$ cat config.mk
export PLATFORM = sky130hd
export DESIGN_NAME = l1_miss_ctrl
export DESIGN_NICKNAME = d
export VERILOG_FILES = /design/src/rtl/l1_miss_ctrl.sv
export SDC_FILE = /design/constraint.sdc
export NUM_CORES = 1
export LEC_CHECK = 0
export CORE_MARGIN = 1.5
export CORE_UTILIZATION = 35
export CTS_BUF_LIST = sky130_fd_sc_hd__clkbuf_8
export DETAILED_ROUTE_END_ITERATION = 16
export GPL_ROUTABILITY_DRIVEN = 0
export PLACE_DENSITY = 0.83
export SLEW_MARGIN = 25
export SYNTH_ARGS = -nofsm -noshare
export SYNTH_HDL_FRONTEND = slang
export SYNTH_SLANG_ARGS = --single-unit
export TNS_END_PERCENT = 1
$ cat constraint.sdc
create_clock -name clk -period 1.9 [get_ports clk]
set_input_delay 0.285 -clock clk [delete_from_list [all_inputs] [get_ports clk]]
set_output_delay 0.285 -clock clk [all_outputs]
set_load 0.02 [all_outputs]
$ cat src/rtl/l1_miss_ctrl.sv
// L1 miss handler: optional victim writeback, line refill, then tag/valid install.
// Holds busy high for the whole miss so the core pipeline stays stalled.
module l1_miss_ctrl #(
  parameter int WAY_NUM    = 4,
  parameter int IDX_WIDTH  = 7,
  parameter int TAG_WIDTH  = 21,
  parameter int DATA_WIDTH = 32,
  parameter int LINE_BEATS = 4,
  localparam int BEAT_W    = $clog2(LINE_BEATS),
  localparam int ADDR_W    = TAG_WIDTH + IDX_WIDTH
) (
  input  logic                  clk,
  input  logic                  rst_n,
  input  logic                  miss_req,
  input  logic [IDX_WIDTH-1:0]  miss_idx,
  input  logic [TAG_WIDTH-1:0]  miss_tag,
  input  logic [WAY_NUM-1:0]    miss_way_vect,
  input  logic                  miss_evict,
  input  logic [TAG_WIDTH-1:0]  evict_tag,
  output logic                  busy,
  output logic                  done,
  output logic                  mem_req_val,
  input  logic                  mem_req_ack,
  output logic                  mem_req_we,
  output logic [ADDR_W-1:0]     mem_req_addr,
  output logic [BEAT_W-1:0]     mem_req_beat,
  output logic [DATA_WIDTH-1:0] mem_wdata,
  input  logic                  mem_rsp_val,
  input  logic [DATA_WIDTH-1:0] mem_rsp_data,
  output logic                  arr_rd_en,
  output logic                  arr_wr_en,
  output logic [IDX_WIDTH-1:0]  arr_idx,
  output logic [WAY_NUM-1:0]    arr_way_vect,
  output logic [BEAT_W-1:0]     arr_beat,
  output logic [DATA_WIDTH-1:0] arr_wdata,
  input  logic [DATA_WIDTH-1:0] arr_rdata,
  output logic                  tag_wr_en,
  output logic [TAG_WIDTH-1:0]  tag_wr_data,
  output logic                  err
);

  typedef enum logic [2:0] {
    IDLE,
    WB_RD,
    WB_LAT,
    WB_SEND,
    RD_REQ,
    RD_DATA,
    UPD
  } state_e;

  localparam logic [BEAT_W-1:0] LAST_BEAT = BEAT_W'(LINE_BEATS - 1);

  state_e                state_q, state_d;
  logic [BEAT_W-1:0]     cnt_q, cnt_d;
  logic [IDX_WIDTH-1:0]  idx_q, idx_d;
  logic [TAG_WIDTH-1:0]  tag_q, tag_d;
  logic [WAY_NUM-1:0]    way_q, way_d;
  logic [TAG_WIDTH-1:0]  evict_tag_q, evict_tag_d;
  logic [DATA_WIDTH-1:0] wb_data_q, wb_data_d;
  logic                  err_q, err_d;

  always_ff @(posedge clk or negedge rst_n) begin
    if (!rst_n) begin
      state_q     <= IDLE;
      cnt_q       <= '0;
      idx_q       <= '0;
      tag_q       <= '0;
      way_q       <= '0;
      evict_tag_q <= '0;
      wb_data_q   <= '0;
      err_q       <= 1'b0;
    end else begin
      state_q     <= state_d;
      cnt_q       <= cnt_d;
      idx_q       <= idx_d;
      tag_q       <= tag_d;
      way_q       <= way_d;
      evict_tag_q <= evict_tag_d;
      wb_data_q   <= wb_data_d;
      err_q       <= err_d;
    end
  end

  always_comb begin
    state_d      = state_q;
    cnt_d        = cnt_q;
    idx_d        = idx_q;
    tag_d        = tag_q;
    way_d        = way_q;
    evict_tag_d  = evict_tag_q;
    wb_data_d    = wb_data_q;
    // A refill beat is only legal while the line is being fetched.
    err_d        = err_q | (mem_rsp_val && (state_q != RD_DATA));

    busy         = 1'b0;
    done         = 1'b0;
    mem_req_val  = 1'b0;
    mem_req_we   = 1'b0;
    mem_req_addr = '0;
    mem_req_beat = '0;
    mem_wdata    = '0;
    arr_rd_en    = 1'b0;
    arr_wr_en    = 1'b0;
    arr_idx      = '0;
    arr_way_vect = '0;
    arr_beat     = '0;
    arr_wdata    = '0;
    tag_wr_en    = 1'b0;
    tag_wr_data  = '0;

    if (state_q != IDLE) begin
      busy         = 1'b1;
      arr_idx      = idx_q;
      arr_way_vect = way_q;
    end

    unique case (state_q)
      IDLE: begin
        if (miss_req) begin
          idx_d       = miss_idx;
          tag_d       = miss_tag;
          way_d       = miss_way_vect;
          evict_tag_d = evict_tag;
          cnt_d       = '0;
          state_d     = miss_evict ? WB_RD : RD_REQ;
        end
      end
      WB_RD: begin
        arr_rd_en = 1'b1;
        arr_beat  = cnt_q;
        state_d   = WB_LAT;
      end
      WB_LAT: begin
        wb_data_d = arr_rdata;
        state_d   = WB_SEND;
      end
      WB_SEND: begin
        mem_req_val  = 1'b1;
        mem_req_we   = 1'b1;
        mem_req_addr = {evict_tag_q, idx_q};
        mem_req_beat = cnt_q;
        mem_wdata    = wb_data_q;
        if (mem_req_ack) begin
          // Counter wraps back to zero after the last beat, ready for the refill.
          cnt_d   = cnt_q + 1'b1;
          state_d = (cnt_q == LAST_BEAT) ? RD_REQ : WB_RD;
        end
      end
      RD_REQ: begin
        mem_req_val  = 1'b1;
        mem_req_addr = {tag_q, idx_q};
        if (mem_req_ack) begin
          cnt_d   = '0;
          state_d = RD_DATA;
        end
      end
      RD_DATA: begin
        if (mem_rsp_val) begin
          arr_wr_en = 1'b1;
          arr_beat  = cnt_q;
          arr_wdata = mem_rsp_data;
          cnt_d     = cnt_q + 1'b1;
          if (cnt_q == LAST_BEAT) begin
            state_d = UPD;
          end
        end
      end
      UPD: begin
        tag_wr_en   = 1'b1;
        tag_wr_data = tag_q;
        done        = 1'b1;
        state_d     = IDLE;
      end
      default: begin
        state_d = IDLE;
      end
    endcase
  end

  assign err = err_q;

endmodule
==> summary.md <==
| Metric | Value |
|---|---|
| DRC Markers | 0 |
| Count of boundary I/O pins | 259 |
| First-pass GRT wire length | 22850 µm |
| Most heavily used metal layer in global routing | met2 |
| Count of flip-flops with a built-in enable after synthesis | 0 |
| Clock Sinks | 91 |
| Data required, critical path | 1.62 ns |
| DIE HEIGHT | ~120 µm |
| Slowest stage cell, crit path | dfrtp_2 |
| Synthesis-to-finish area growth | 64.77% |
| Internal reg-to-reg setup slack | -0.07 ns |
| Clock Tree Buf Depth | 2 |
| Count of input and output buffers | 258 |
| Initial antenna violation count | 0 |
| Worst-path fanout max | 33 |
| Number of synthesized register bits | 91 |
| DRC violation total after the first TritonRoute iteration | 99 |
| Kind of start point of the critical path | register |
| Post-synthesis sequential area ratio | between 40% and 50% |
| Vias in the first global route | ~4300 |
| Dominant cells by area after synthesis | dfrtp_1, mux2_4, and2_1 |
| Worst endpoint data arrival time | 1.73 ns |
| Leakage power total | 3.701 nW |
| Worst setup path startpoint | state_q[1] |
| Portion of the clock cycle consumed by the worst path in the final layout | 106.3% |
| Cell variety after synth | between 40 and 50 |
| Count of final max-slew check failures | 0 |
| Number of fillers in the final layout | 1099 |
| Max Cap Viol | 0 |
| Largest net degree at the start of global routing | 48 |
| Chip Width | 121.0 µm |
| Overall Global Routing Usage | 20.41% |
| Min-delay worst type | in2async |
| Detailed-route vias per instance | 4.739 |
| Transition time at the pin with the least slew margin | 0.4687 ns |
| CP Cell Sequence | buf_4 -> nor2b_2 -> and3_4 -> buf_12 -> and2_1 -> buf_6 |
| Max-slew headroom at the worst pin | 68.75% |
| Final hold violation count | 0 |
| CTS tree | done |
| Count of final setup violators | ~170 |
| Reg-to-Reg End | evict_tag_q[9] |
| DIE AREA | ~0.015 mm² |
| Final core utilization | 59.95% |
| Count leader, synth | dfrtp_1 |
| Violations in the final reports | setup timing |
| Later-pin clock latency in the skew report | 0.37 ns |
| Layout Cell Area excl Fill | 0.008034 mm² |
| Syn Nets | a little over 500 |
| Highest Clock Rate | 495.2 MHz |
| Area of the core | 0.01340 mm² |
| Kind of capture point of the worst setup path | output pin |
| Grt total ovfl | 0 |
| Min Tclk post-route | 2.019 ns |
| Status | finished, violations left |
| Worst path setup slack after routing | -0.1193 ns |
| Critical Setup Path Class | reg2out |
| Site Rows | between 40 and 50 |
| Average detailed-routed wire length per instance | 17.63 µm |
| RSZ-0062 raised after global routing | yes |
| Detailed-routing iteration count for the pre-antenna-repair pass | 4 |
| Biggest area consumer among synthesized cells | dfrtp_1 |
| Register cell area after layout | 0.002280 mm² |
| Count of vias placed by the detailed router | 4028 |
| Antenna-violating nets left | 0 |
| Cts bufs inserted | 9 |
| Number of synthesis warnings | 0 |
| Clock Pin Slew Worst Setup and Hold Paths | 0.09 ns |
| Share of synthesized registers carrying an async set or reset | 100.0% |
| Deepest level of the CTS H-tree | 3 |
| Fraction of final layout cells sized beyond drive strength 1 | a little under half |
| Root Buffer Master | clkbuf_8 |
| Clock Skew | ~0.0093 ns |
| Capture point of the worst path | arr_wdata[30] |
| Worst hold margin | 0.4187 ns |
| Post-synthesis cell count | 382 |
| Met2 usage | a little under two fifths |
| Netlist area before placement | 0.004876 mm² |
| Detailed Route WL | about 15000 µm |
| Combined buffer and inverter count along the critical path | 3 |
| Critical path depth in cells | 6 |
| Kind of cell adding the most delay to the critical path | simple AND/OR/NAND/NOR gates |
| Power Density | 1534 mW/mm² |
| Largest incremental delay on the critical path | between 0.4 and 0.5 ns |
| Starting Density | 36.39% |
| Number of cells on the worst reg-to-reg path | 6 |
| Antenna cell count | 0 |
| DP Area | slightly below 0.008 mm² |
| Predominant post-synthesis flop cell | dfrtp_1 |
| HPWL after DPL | about 11000 µm |
| Routing usage on met3 | 6.485% |
| Top-area cell type share of the netlist area | between 40% and 50% |
| Total area of multi-input combinational cells | 0.002407 mm² |
| Post-Syn Area per Cell | 12.76 µm² |
| List of most frequent post-synthesis cells | dfrtp_1, and2_1, mux2_4, mux2_2, a22o_1 |
| Worst vdd rail ir drop | 0.0007950 V |
| Layout Nets | 795 |
| Critical register-to-register path startpoint | state_q[0] |
| Met1 Resource Use GR | 21.86% |
## report_power, final
group,switching (mW),internal (mW),leakage [nW]
clock,0.670,0.527,0.0885
combinational,3.37,4.16,2.54
sequential,0.664,2.93,1.07
total,4.71,7.62,3.70
## layout make-up
| class | instances | share of cell area [%] |
|---|---|---|
| Inverter | 5 | 0.2648 |
| Multi-Input combinational cell | 258 | 29.96 |
| Clock buffer | 11 | 1.884 |
| Timing Repair Buffer | 306 | 36.57 |
| Sequential cell | 91 | 28.38 |
| Clock inverter | 3 | 0.2025 |
| Tap cell | 176 | 2.741 |
## placed cells by master, fill, tap and decap left out, drive strengths merged, types with 5 or more instances in the layout
cell / n
nor2b: 18
nor2: 7
buf: 182
and3: 5
clkbuf: 12
a22o: 21
and2: 89
mux2: 85
nand2: 5
clkdlybuf4s50: 122
inv: 6
dfrtp: 91
## stage by stage
stage / total power [mW] / std cells / worst slack (ns) / setup TNS [ns]
after CTS: 12.48 / 853 / -0.1635 / -12.71
after global routing: 13.05 / 850 / -0.2047 / -26.47
final: 12.32 / 850 / -0.1193 / -10.38
after detailed placement: 10.95 / 822 / -0.2640 / -27.45
after floorplan: 7.859 / 382 / 0.1967 / 0
after global placement: 10.74 / 822 / -0.2523 / -24.62
## worst min path at each step
stage               cells past startpoint               to  start  slack (ns)
finish                                  2        tag_q[10]  rst_n        0.42
global route                            2        tag_q[10]  rst_n        0.45
CTS                                     2         tag_q[2]  rst_n        0.42
global placement                        1  evict_tag_q[10]  rst_n        0.28
floorplan                               0         cnt_q[0]  rst_n       -0.01
detailed placement                      1        tag_q[10]  rst_n        0.28
## timing repair
| action | 4_1_cts | 5_1_grt |
|---|---|---|
| endpoints found under the hold margin | 32 | 0 |
| hold buffers | 1 | 0 |
| setup endpoints to repair | 186 | 187 |
| pin swaps | 8 | 18 |
| cloned | 3 | 1 |
| gates resized for setup | 680 | 66 |
| setup buffers | 13 | 0 |
## state kept, by name, summed over array words and instances, names as in the netlist
name / cells
wb_data_q: 32
evict_tag_q: 21
tag_q: 21
idx_q: 7
way_q: 4
state_q: 3
cnt_q: 2
err: 1
## logic make-up (layout without fill, tap and decap cells)
family / after synthesis / after routing / synth area share, %
muxes: 86 / 86 / 23.68
adders and majority gates: 1 / 1 / 0.2566
AOI/OAI and AO/OA: 33 / 33 / 5.645
DFF: 91 / 91 / 46.70
and+or+nand+nor: 138 / 138 / 18.27
buffers and inverters: 33 / 325 / 5.440
## layer usage
metal,part of all wire [%],routed length [µm],vias up
li1,-,-,1872
met1,37,5474,1959
met2,53,7948,180
met3,8.9,1335,17
met4,1.5,227,0
met5,0,0,-
No activity file was read; power rests on OpenSTA's default activity.
